===== config.mk =====
export PLATFORM = sky130hd
export DESIGN_NAME = melody_sequencer
export DESIGN_NICKNAME = d
export VERILOG_FILES = /design/src/rtl/melody_sequencer.sv
export SDC_FILE = /design/constraint.sdc
export NUM_CORES = 1
export LEC_CHECK = 0
export CORE_MARGIN = 4
export CORE_UTILIZATION = 29
export CTS_CLUSTER_SIZE = 20
export DETAILED_ROUTE_END_ITERATION = 8
export PLACE_DENSITY = 0.49
export SYNTH_ARGS = -nofsm -noshare
export SYNTH_HDL_FRONTEND = slang
export SYNTH_SLANG_ARGS = --single-unit

===== constraint.sdc =====
create_clock -name clk -period 4.7 [get_ports clk]
set_clock_uncertainty 0.2 [all_clocks]
set_input_delay 0.94 -clock clk [delete_from_list [all_inputs] [get_ports clk]]
set_output_delay 0.94 -clock clk [all_outputs]
set_load 0.03 [all_outputs]

===== src/rtl/melody_sequencer.sv =====
// Table-driven note sequencer. Walks an external synchronous note ROM of
// {freq, dur} entries and drives each frequency to the PWM tone generator for
// dur millisecond ticks, followed by a fixed silent gap. Supports start, stop,
// pause, looping and end-of-song detection. All outputs are registered.
module melody_sequencer #(
    parameter int unsigned FREQ_W = 14,
    parameter int unsigned DUR_W  = 12,
    parameter int unsigned ADDR_W = 5,
    parameter int unsigned GAP_MS = 20
) (
    input  logic                    clk,
    input  logic                    reset_n,
    input  logic                    tick_msec,
    input  logic                    start,
    input  logic                    stop,
    input  logic                    pause,
    input  logic                    loop_en,
    output logic [ADDR_W-1:0]       rom_addr,
    input  logic [FREQ_W+DUR_W-1:0] rom_data,
    output logic [FREQ_W-1:0]       freq,
    output logic                    playing,
    output logic                    paused,
    output logic                    done
);

    // One counter serves both note duration and gap length.
    localparam int unsigned GAP_W = (GAP_MS > 0) ? $clog2(GAP_MS + 1) : 1;
    localparam int unsigned CNT_W = (DUR_W > GAP_W) ? DUR_W : GAP_W;
    localparam logic [CNT_W-1:0]  GAP_LAST  = (GAP_MS > 0) ? CNT_W'(GAP_MS - 1) : '0;
    localparam logic [ADDR_W-1:0] ADDR_LAST = '1;

    typedef enum logic [2:0] {
        StIdle,
        StFetch,
        StLoad,
        StPlay,
        StGap,
        StAdvance,
        StEnd,
        StPause
    } state_e;

    state_e             state;
    state_e             ret_state;
    logic [FREQ_W-1:0]  note_freq;
    logic [DUR_W-1:0]   note_last;
    logic [CNT_W-1:0]   count;
    logic [FREQ_W-1:0]  rom_freq;
    logic [DUR_W-1:0]   rom_dur;

    assign rom_freq = rom_data[FREQ_W+DUR_W-1:DUR_W];
    assign rom_dur  = rom_data[DUR_W-1:0];

    // Sequencer FSM; priority is stop > pause > tick/sequencing > start.
    always_ff @(posedge clk or negedge reset_n) begin
        if (!reset_n) begin
            state     <= StIdle;
            ret_state <= StPlay;
            note_freq <= '0;
            note_last <= '0;
            count     <= '0;
            rom_addr  <= '0;
            freq      <= '0;
            playing   <= 1'b0;
            paused    <= 1'b0;
            done      <= 1'b0;
        end else begin
            done <= 1'b0;
            if (stop && (state != StIdle)) begin
                state    <= StIdle;
                count    <= '0;
                rom_addr <= '0;
                freq     <= '0;
                playing  <= 1'b0;
                paused   <= 1'b0;
            end else begin
                case (state)
                    StIdle: begin
                        if (start && !stop) begin
                            rom_addr <= '0;
                            playing  <= 1'b1;
                            state    <= StFetch;
                        end
                    end
                    StFetch: begin
                        // ROM output becomes valid one cycle after the address.
                        state <= StLoad;
                    end
                    StLoad: begin
                        note_freq <= rom_freq;
                        note_last <= rom_dur - DUR_W'(1);
                        count     <= '0;
                        if (rom_dur == '0) begin
                            state <= StEnd;
                        end else if (pause) begin
                            // A pause seen earlier lands here instead of in PLAY.
                            ret_state <= StPlay;
                            paused    <= 1'b1;
                            state     <= StPause;
                        end else begin
                            freq  <= rom_freq;
                            state <= StPlay;
                        end
                    end
                    StPlay: begin
                        if (pause) begin
                            ret_state <= StPlay;
                            paused    <= 1'b1;
                            freq      <= '0;
                            state     <= StPause;
                        end else if (tick_msec) begin
                            if (count == CNT_W'(note_last)) begin
                                count <= '0;
                                freq  <= '0;
                                state <= (GAP_MS > 0) ? StGap : StAdvance;
                            end else begin
                                count <= count + CNT_W'(1);
                            end
                        end
                    end
                    StGap: begin
                        if (pause) begin
                            ret_state <= StGap;
                            paused    <= 1'b1;
                            state     <= StPause;
                        end else if (tick_msec) begin
                            if (count == GAP_LAST) begin
                                count <= '0;
                                state <= StAdvance;
                            end else begin
                                count <= count + CNT_W'(1);
                            end
                        end
                    end
                    StAdvance: begin
                        // The last ROM slot acts as an implicit end marker.
                        if (rom_addr == ADDR_LAST) begin
                            state <= StEnd;
                        end else begin
                            rom_addr <= rom_addr + ADDR_W'(1);
                            state    <= StFetch;
                        end
                    end
                    StEnd: begin
                        // Never loop an empty song: that would spin forever.
                        if (loop_en && (rom_addr != '0)) begin
                            rom_addr <= '0;
                            state    <= StFetch;
                        end else begin
                            done     <= 1'b1;
                            playing  <= 1'b0;
                            rom_addr <= '0;
                            state    <= StIdle;
                        end
                    end
                    StPause: begin
                        if (!pause) begin
                            paused <= 1'b0;
                            state  <= ret_state;
                            if (ret_state == StPlay) begin
                                freq <= note_freq;
                            end
                        end
                    end
                    default: begin
                        state <= StIdle;
                    end
                endcase
            end
        end
    end

endmodule

==> results of run 1 <==
## cells in the final DEF (no fill, tap or decap), types with 3 or more instances in the layout
master / n
nor4_1: 6
or2_2: 3
nand3_1: 21
nor3b_1: 5
buf_4: 7
o211ai_1: 15
a21boi_0: 3
clkdlybuf4s50_1: 53
ha_1: 7
mux2_4: 10
or3_1: 4
clkbuf_16: 9
nand2b_1: 5
xor2_1: 18
o21ai_0: 20
bufinv_16: 3
xnor2_1: 3
a21oi_1: 21
mux2_2: 7
inv_1: 13
nor3_1: 4
nand4_1: 5
a31oi_1: 5
o2111ai_1: 3
dfrtp_1: 64
o31ai_1: 3
nor2_1: 15
nand2_1: 97
and3_1: 6
## flip-flops by register name (all words and copies together), names as in the netlist, 2 cells and up
| signal | cells |
|---|---|
| count | 12 |
| ret_state | 2 |
| state | 3 |
| rom_addr | 5 |
| note_last | 12 |
| freq | 14 |
| note_freq | 14 |
## area by class of cell
class                      instances  area (sq um)
sequential                        65          1630
clock buffer                      10           229
clock inverter                     5           105
multi-input combinational        325          2060
tap                              172           215
fill                            1350          7950
inverter                          14          52.6
timing repair buffer              61           588
## tightest hold or removal path: cells and delay by family (launching register included)
kind,cells,cell delay (ns)
flops,1,0.34
simple gates,2,0.11
## power breakdown
part	switching, mW	internal (mW)	total (mW)
clock network	0.248	0.515	0.763
logic	0.603	0.481	1.08
registers	0.199	0.751	0.951
total	1.05	1.75	2.80
## cell families after synthesis
family,Yosys count,synth area share
AND/OR/NAND/NOR,189,0.245
flip-flops,65,0.421
XOR/XNOR,21,0.0475
buffers and inverters,38,0.0469
multiplexers,19,0.0644
AO/OA/AOI/OAI,89,0.153
adder cells (fa/ha/maj),7,0.0226
## routing by layer
layer / wire, microns / vias to the layer above / part of all wire
met5: 0 / - / 0
met4: 155 / 0 / 0.015
met3: 455 / 9 / 0.045
met2: 4450 / 81 / 0.44
met1: 5040 / 1566 / 0.50
li1: - / 1618 / -
## worst max-delay path by stage
stage | to
global placement | freq[12]
floorplan | freq[0]
detailed placement | freq[9]
CTS | freq[9]
global route | freq[11]
finish | freq[9]
==> summary.txt, run 1 <==
STA
  – RSZ-0062 raised after global routing: false
  – Hold Violations, Final: 0
  – Least-Margin Pin Slew: ~1.1 ns
  – Final setup vio count: 0
  – Setup WS post-layout: roughly 1.4 ns
  – Final slew viol count: 0
  – F_max: 305 MHz
  – Post-route setup TNS: 0 ns
  – Headroom to the max-slew limit: 0.233
  – Post-route clock period utilization: 0.698
  – Final Critical Period: 3.28 ns
  – Hold Worst Slack: 0.276 ns

Hold path
  – Hold Path Class: register to register
  – Hold Crit Depth: 2
  – Min-delay src: note_freq[2]
  – Hold EP: note_freq[2]

Yosys
  – Seq/Total Area, Yosys: 0.421
  – Most numerous cell in the Yosys netlist: nand2_1
  – Top_reg_cell synth: dfrtp_1
  – Synth top area share: 0.414
  – Syn_nets: around 470
  – Synth warn: 0
  – Commonest cells in the netlist: 97 x nand2_1, 64 x dfrtp_1, 21 x a21oi_1, 21 x nand3_1, 20 x o21ai_0
  – Post-Synthesis Cells: approximately 430
  – Distinct cells, synth: 62
  – Ys async rst share: 1.00
  – Synth Register Bits: 65
  – Synth area leader: dfrtp_1
  – Syn avg cell area: roughly 9 sq um
  – Largest cells by area after synthesis: dfrtp_1 41%, nand2_1 9.4%, xor2_1 4.1%, mux2_4 3.9%, o211ai_1 2.9%
  – Post-synth EDFFs: 0
  – Synthesized cell area: just under 4000 sq um

Critical path
  – CP Launch Type: primary input
  – Worst reg2reg path startpoint: state[1]
  – Buf/Inv on CP: 3
  – Largest delay share family, worst path: buffers and inverters
  – CP Class: primary input to register
  – Setup crit start: stop
  – Crit path cell chain: clkdlybuf4s50_1 -> inv_1 -> a21oi_1 -> a21oi_1 -> a211oi_4 -> buf_4 -> mux2_2
  – CP Depth: 7
  – Reg2reg end: freq[4]
  – Critical Path AT: between 3 and 4 ns
  – Crit path largest cell delay: roughly 0.7 ns
  – Reg2Reg Depth: 6
  – Critical-path maximum fanout: 14
  – Most frequent CP cell: a21oi_1
  – R2r setup slk: 1.61 ns
  – CP required: 4.72 ns
  – Critical path's slowest cell: clkdlybuf4s50_1
  – Setup crit end kind: register

Finish
  – Post-layout net count: between 500 and 600
  – Final Instance Area: about 5000 sq um
  – Non-filler cells, final: between 600 and 700
  – P&R area growth vs syn: 26.1%
  – Share of layout cells above drive strength 1: 0.110
  – Antenna diode count: 0
  – Final Util: 0.380

Route
  – Routed vias/inst: approximately 5
  – 1st-iter DRT viols: a little under 200
  – First-pass DRT Iterations: 4
  – DRC: 0
  – Routed len/inst: ~15 microns
  – Drt total wl: a little over 10 mm
  – Antenna Nets Post-Route: 0
  – Vias: between 3,000 and 4,000

Global route
  – Largest net degree at the start of global routing: between 40 and 50
  – First-pass GRT wire length: approximately 17 mm
  – Gr usage total: 0.143
  – Routing usage on met3: 0.0297
  – Antenna violations before repair: 0
  – Vias in the first global route: between 3,000 and 4,000
  – GR peak layer: met1
  – Met2 Use GR: 0.204
  – Gr ovfl total: 0
  – GR Util met1: 0.207

Clocking
  – Clock Latency Late Sink: between 0.3 and 0.4 ns
  – H-tree lvl count: 3
  – Clock sink count: 65
  – Post-CTS Hold Buffers: 0
  – Post-CTS Setup Inserts: 0
  – Reg clk slew, reported paths: 0.06 ns
  – Clock Path Buffers: 2
  – CTS Root Cell: clkbuf_16
  – CTS tree: done
  – CTS buffer count: 9
  – CTS resizes: 0

Floorplan
  – Die area: ~15,000 sq um
  – Initial Util: 0.302
  – Die width: 124 microns
  – Die Y: between 100 and 150 microns
  – FP Rows: 41
  – Top Ports: between 50 and 60
  – Core Footprint: about 13,000 sq um

Status
  – Status: finished, final reports clean

Placement
  – Placed cell area: between 4000 and 5000 sq um
  – Routability cong.: 0.826
  – Placed Instances: about 640
  – Post-Place Worst Slack: 1.11 ns
  – I/O Buffers: between 50 and 60
  – Post-DP HPWL: about 7 mm

Pwr
  – Design Power: approximately 2.8 mW
  – Power per Cell Area: approximately 570 nW/um^2
  – Leakage: between 2 and 2.5 nW
  – Max IR drop VDD: about 0.25 mV

Job
  – Max-Cap Viols: 0
Note: power is estimated with default switching activity, not from simulation.
==> run 2, diff against run 1 <==
==> constraint.sdc (replaced) <==
create_clock -name clk -period 3.1 [get_ports clk]
set_clock_uncertainty 0.2 [all_clocks]
set_input_delay 0.62 -clock clk [delete_from_list [all_inputs] [get_ports clk]]
set_output_delay 0.62 -clock clk [all_outputs]
set_load 0.03 [all_outputs]
==> run 2 against run 1 <==
Clock-buffer cell count up 1. First-iteration DRC count shrank 37%. Global-route usage about the same. Register-to-register slack worse by 0.96 ns. Largest power group unchanged.
==> summary.txt, run 2 (synthesized netlist as in run 1, its figures left out) <==
Status
  – Status: finished, final reports clean

Hold path
  – Hold Path Class: primary input to asynchronous set/reset pin

Route
  – First-pass DRT Iterations: 4
  – Routed len/inst: around 15 microns
  – Drt total wl: between 10 and 15 mm
  – Antenna Nets Post-Route: 0
  – 1st-iter DRT viols: between 100 and 150
  – DRC: 0
  – Routed vias/inst: ~5.0
  – Vias: 3,339

Finish
  – Register area: roughly 1600 sq um
  – Multi-input logic area: between 2000 and 2500 sq um
  – Share of layout cells above drive strength 1: 0.146
  – # fillers: between 1,000 and 1,500
  – Commonest non-fill, non-tap cell in the layout: nand2_1
  – Antenna diode count: 0
  – P&R area growth vs syn: 31.3%
  – Final Util: 0.396
  – Post-layout net count: roughly 540
  – Top Registers: freq (14), note_freq (14)
  – Most frequent cells in the layout: 97 x nand2_1, 64 x dfrtp_1, 53 x clkdlybuf4s50_1

Global route
  – Largest net degree at the start of global routing: between 40 and 50
  – Gr usage total: 0.142
  – Antenna violations before repair: 0
  – Gr ovfl total: 0
  – First-pass GRT wire length: roughly 17 mm
  – Vias in the first global route: 3,321

Clocking
  – Post-CTS Setup Inserts: 0
  – CTS resizes: 0
  – Post-CTS Hold Buffers: 0
  – CTS tree: done
  – Clock Path Buffers: 2
  – H-tree lvl count: 3
  – Clock Latency Late Sink: between 0.3 and 0.4 ns
  – CTS Root Cell: clkbuf_16
  – Reg clk slew, reported paths: approximately 0.050 ns
  – Clock sink count: 65
  – CTS buffer count: 9

Pwr
  – Max IR drop VDD: a little over 0.3 mV
  – Leakage: roughly 2.2 nW
  – Power per Cell Area: 875 nW/um^2

STA
  – Hold Violations, Final: 0
  – Final Critical Period: between 2 and 3 ns
  – Final setup vio count: 0
  – Post-route clock period utilization: 0.875
  – Least-Margin Pin Slew: between 0.7 and 0.8 ns
  – F_max: ~370 MHz
  – RSZ-0062 raised after global routing: false
  – Headroom to the max-slew limit: 0.471
  – Final slew viol count: 0
  – Post-route setup TNS: 0 ns

Floorplan
  – Top Ports: between 50 and 60
  – Core Footprint: 12,800 sq um
  – Die area: between 15,000 and 20,000 sq um
  – Initial Util: 0.302
  – FP Rows: just over 40
  – Die Y: roughly 120 microns
  – Die width: about 120 microns

Critical path
  – CP Launch Type: primary input
  – R2r setup slk: 0.65 ns
  – Setup crit end kind: register
  – CP required: roughly 3.1 ns
  – Worst reg2reg path startpoint: state[0]
  – CP Class: primary input to register
  – Reg2Reg Depth: 6
  – Reg2reg end: freq[9]
  – Critical Path AT: between 2 and 3 ns
  – Critical-path maximum fanout: 14

Placement
  – Routability cong.: approximately 0.82
  – Post-DP HPWL: about 7.3 mm
  – I/O Buffers: 54

Job
  – Max-Cap Viols: 0
-- run 2: changes by cell type in the layout (fill, tap and decap cells not counted) --
cell,previous run,this run
buf_4,7,25
buf_12,0,2
bufinv_16,3,4
clkbuf_1,1,2
clkinvlp_4,2,1
-- run 2: metrics by stage --
| step | cells | total power, mW | hold WS (ns) | area, sq um | setup WS (ns) |
|---|---|---|---|---|---|
| floorplan | 428 | 2.59 | 0.124 | 3870 | 0.603 |
| global placement | 657 | 3.20 | 0.259 | 4720 | 0.0884 |
| detailed placement | 657 | 3.23 | 0.263 | 4720 | 0.0316 |
| CTS | 673 | 4.49 | 0.0623 | 5080 | 0.388 |
| global route | 673 | 4.73 | 0.0788 | 5080 | 0.290 |
| finish | 673 | 4.45 | 0.0459 | 5080 | 0.387 |
-- run 2: cell type report --
class | count | area share
Inverter | 14 | 0.0103
Sequential cell | 65 | 0.321
Multi-Input combinational cell | 325 | 0.406
Timing Repair Buffer | 81 | 0.150
Clock buffer | 11 | 0.0458
Clock inverter | 5 | 0.0251
Tap cell | 172 | 0.0424
-- run 2: worst max-delay path, cell delays in order --
cell             delay [ns]
clkdlybuf4s50_1        0.50
inv_1                  0.07
ha_1                   0.17
nor2b_1                0.12
and4b_1                0.23
o21a_1                 0.20
a211oi_4               0.26
buf_12                 0.20
mux2_2                 0.35
-- run 2: how the worst max path moves through the flow --
| stage | startpoint | endpoint | slack (ns) | cells after the start |
|---|---|---|---|---|
| 2_1_floorplan | rom_data[0] | freq[0] | 0.60 | 8 |
| 3_3_place_gp | rom_data[1] | freq[12] | 0.09 | 9 |
| 3_5_place_dp | rom_data[1] | freq[9] | 0.03 | 9 |
| 4_1_cts | rom_data[1] | freq[9] | 0.39 | 9 |
| 5_1_grt | rom_data[1] | freq[9] | 0.29 | 9 |
| 6_report | rom_data[1] | freq[9] | 0.39 | 9 |
-- run 2: power by group --
group | switching, mW | internal (mW)
Combinational | 0.977 | 0.816
Clock | 0.371 | 0.867
Sequential | 0.273 | 1.14
-- run 2: layer usage --
metal  routed length, microns  GRT usage  up-vias
met5                        0          0        -
met3                      509     0.0279       11
met2                     4450      0.203       84
met1                     5180      0.210     1588
li1                         -          -     1656
met4                      110     0.0581        0
==> run 3, diff against run 2 <==
--- a/config.mk
+++ b/config.mk
@@ -5,7 +5,6 @@
 export SDC_FILE = /design/constraint.sdc
 export NUM_CORES = 1
 export LEC_CHECK = 0
-export CORE_MARGIN = 4
 export CORE_UTILIZATION = 29
 export CTS_CLUSTER_SIZE = 20
 export DETAILED_ROUTE_END_ITERATION = 8
==> run 3 against run 2 <==
Die area fell by 9.5%. Critical endpoint is now freq[11]. Utilization fell by 0.46 points. Via count rose by 0.93%. Worst hold slack improved by 0.057 ns. Design area fell by 1.2%. Register-to-register slack barely moved. Non-clock buffer count fell by 1. Sequential share of layout area rose by 0.38 points. Largest cell class unchanged.
==> summary.txt, run 3 (synthesized netlist as in run 1, its figures left out) <==
Hold path
  – Hold Path Class: primary input to asynchronous set/reset pin

Pwr
  – Power share of the clock group: 0.252
  – Power per Cell Area: approximately 850 nW/um^2
  – Leakage: between 2 and 2.5 nW
  – Net Sw Frac: 0.391
  – Logic pwr share: 0.420
  – Reg power frac: 0.328
  – Max IR drop VDD: around 0.32 mV
  – Sw Pwr: roughly 1.7 mW
  – Design Power: roughly 4.3 mW
  – Internal power: 2.60 mW

Finish
  – Non-filler cells, final: 672
  – Share of layout cells above drive strength 1: 0.148
  – Commonest non-fill, non-tap cell in the layout: nand2_1
  – Antenna diode count: 0
  – Most frequent cells in the layout: 97 x nand2_1, 64 x dfrtp_1, 53 x clkdlybuf4s50_1
  – Multi-input logic area: 2060 sq um
  – # fillers: around 1,300
  – Register area: approximately 1600 sq um
  – Post-layout net count: roughly 540
  – Top Registers: freq (14), note_freq (14)
  – P&R area growth vs syn: 29.8%
  – Final Instance Area: about 5000 sq um

Floorplan
  – Core Footprint: 12,800 sq um
  – Die width: approximately 120 microns
  – Die area: about 14,000 sq um
  – FP Rows: between 40 and 50
  – Initial Util: 0.302
  – Top Ports: between 50 and 60
  – Die Y: 118 microns

Clocking
  – CTS resizes: 0
  – Post-CTS Hold Buffers: 0
  – Reg clk slew, reported paths: ~0.060 ns
  – Clock sink count: 65
  – CTS buffer count: 9
  – Clock Latency Late Sink: about 0.34 ns
  – Post-CTS Setup Inserts: 0
  – CTS tree: done
  – Clock Path Buffers: 2
  – CTS Root Cell: clkbuf_16
  – H-tree lvl count: 3

STA
  – Final slew viol count: 0
  – Final setup vio count: 0
  – F_max: around 370 MHz
  – Headroom to the max-slew limit: 0.495
  – Post-route clock period utilization: 0.869
  – Hold Violations, Final: 0
  – Least-Margin Pin Slew: 0.747 ns
  – Post-route setup TNS: 0 ns
  – RSZ-0062 raised after global routing: false
  – Final Critical Period: approximately 2.7 ns

Placement
  – I/O Buffers: 54
  – Placed Instances: between 600 and 700
  – Placed cell area: roughly 4700 sq um
  – Routability cong.: around 0.83
  – Post-DP HPWL: roughly 6.9 mm

Critical path
  – Buf/Inv on CP: 3
  – CP Launch Type: primary input
  – CP required: 3.12 ns
  – Crit path largest cell delay: 0.50 ns
  – Critical path's slowest cell: clkdlybuf4s50_1
  – Largest delay share family, worst path: buffers and inverters
  – Setup crit end kind: register
  – Crit path cell chain: clkdlybuf4s50_1 -> inv_1 -> ha_1 -> nor2b_1 -> and4b_1 -> o21a_1 -> a211oi_4 -> buf_12 -> mux2_2
  – Critical Path AT: ~2.7 ns
  – CP Class: primary input to register
  – Critical-path maximum fanout: 14

Route
  – Vias: between 3,000 and 4,000
  – Antenna Nets Post-Route: 0
  – Highest Signal Layer: met4
  – WL met3: about 320 microns
  – Drt total wl: between 10 and 15 mm
  – Routed vias/inst: approximately 5
  – Met1 WL: roughly 5.2 mm
  – First-pass DRT Iterations: 4
  – Routed len/inst: about 15 microns
  – Met2 wire length: about 4.4 mm
  – DRC: 0
  – 1st-iter DRT viols: 180

Status
  – Status: finished, final reports clean

Global route
  – Largest net degree at the start of global routing: 66
  – First-pass GRT wire length: between 15 and 20 mm
  – Gr usage total: 0.156
  – Gr ovfl total: 0
  – Vias in the first global route: 3,298
  – Antenna violations before repair: 0

Job
  – Max-Cap Viols: 0
==> run 3: area by class of cell <==
type                    count  area share
multi-input cells         325       0.410
inverters                  14      0.0105
clock buffers               9      0.0449
clock inverters             7      0.0167
flip-flops and latches     65       0.324
repair buffers             80       0.151
well taps                 172      0.0429
==> run 3: routing by layer <==
metal,global-route usage,vias to the layer above
li1,-,1651
met2,0.232,69
met5,0,-
met1,0.222,1635
met3,0.0266,15
met4,0.0681,0
==> run 3: worst paths after layout <==
kind                                    from      endpoint  slack (ns)  depth (start not counted)
worst max-delay path             rom_data[1]      freq[11]        0.41                          9
worst min-delay path                 reset_n      count[6]        0.10                          2
worst max register to register      state[0]      freq[11]        0.64                          6
worst min register to register  note_freq[7]  note_freq[7]        0.28                          2
max in group asynchronous            reset_n  ret_state[1]        2.29                          2
min in group clk                note_freq[7]  note_freq[7]        0.28                          2
==> run 3: power by group through the flow <==
stage,registers (mW),logic (mW),clock network (mW)
2_1_floorplan,1.50,1.09,0
3_3_place_gp,1.41,1.79,0
3_5_place_dp,1.41,1.81,0
4_1_cts,1.40,1.81,1.10
5_1_grt,1.45,1.95,1.14
6_report,1.40,1.79,1.07
==> run 3: metrics by stage <==
step	hold WS (ns)	util	worst slack [ns]
finish	0.103	0.391	0.406
global route	0.133	0.391	0.295
CTS	0.117	0.391	0.387
detailed placement	0.264	0.367	0.0326
global placement	0.258	0.367	0.0853
floorplan	0.124	-	0.603
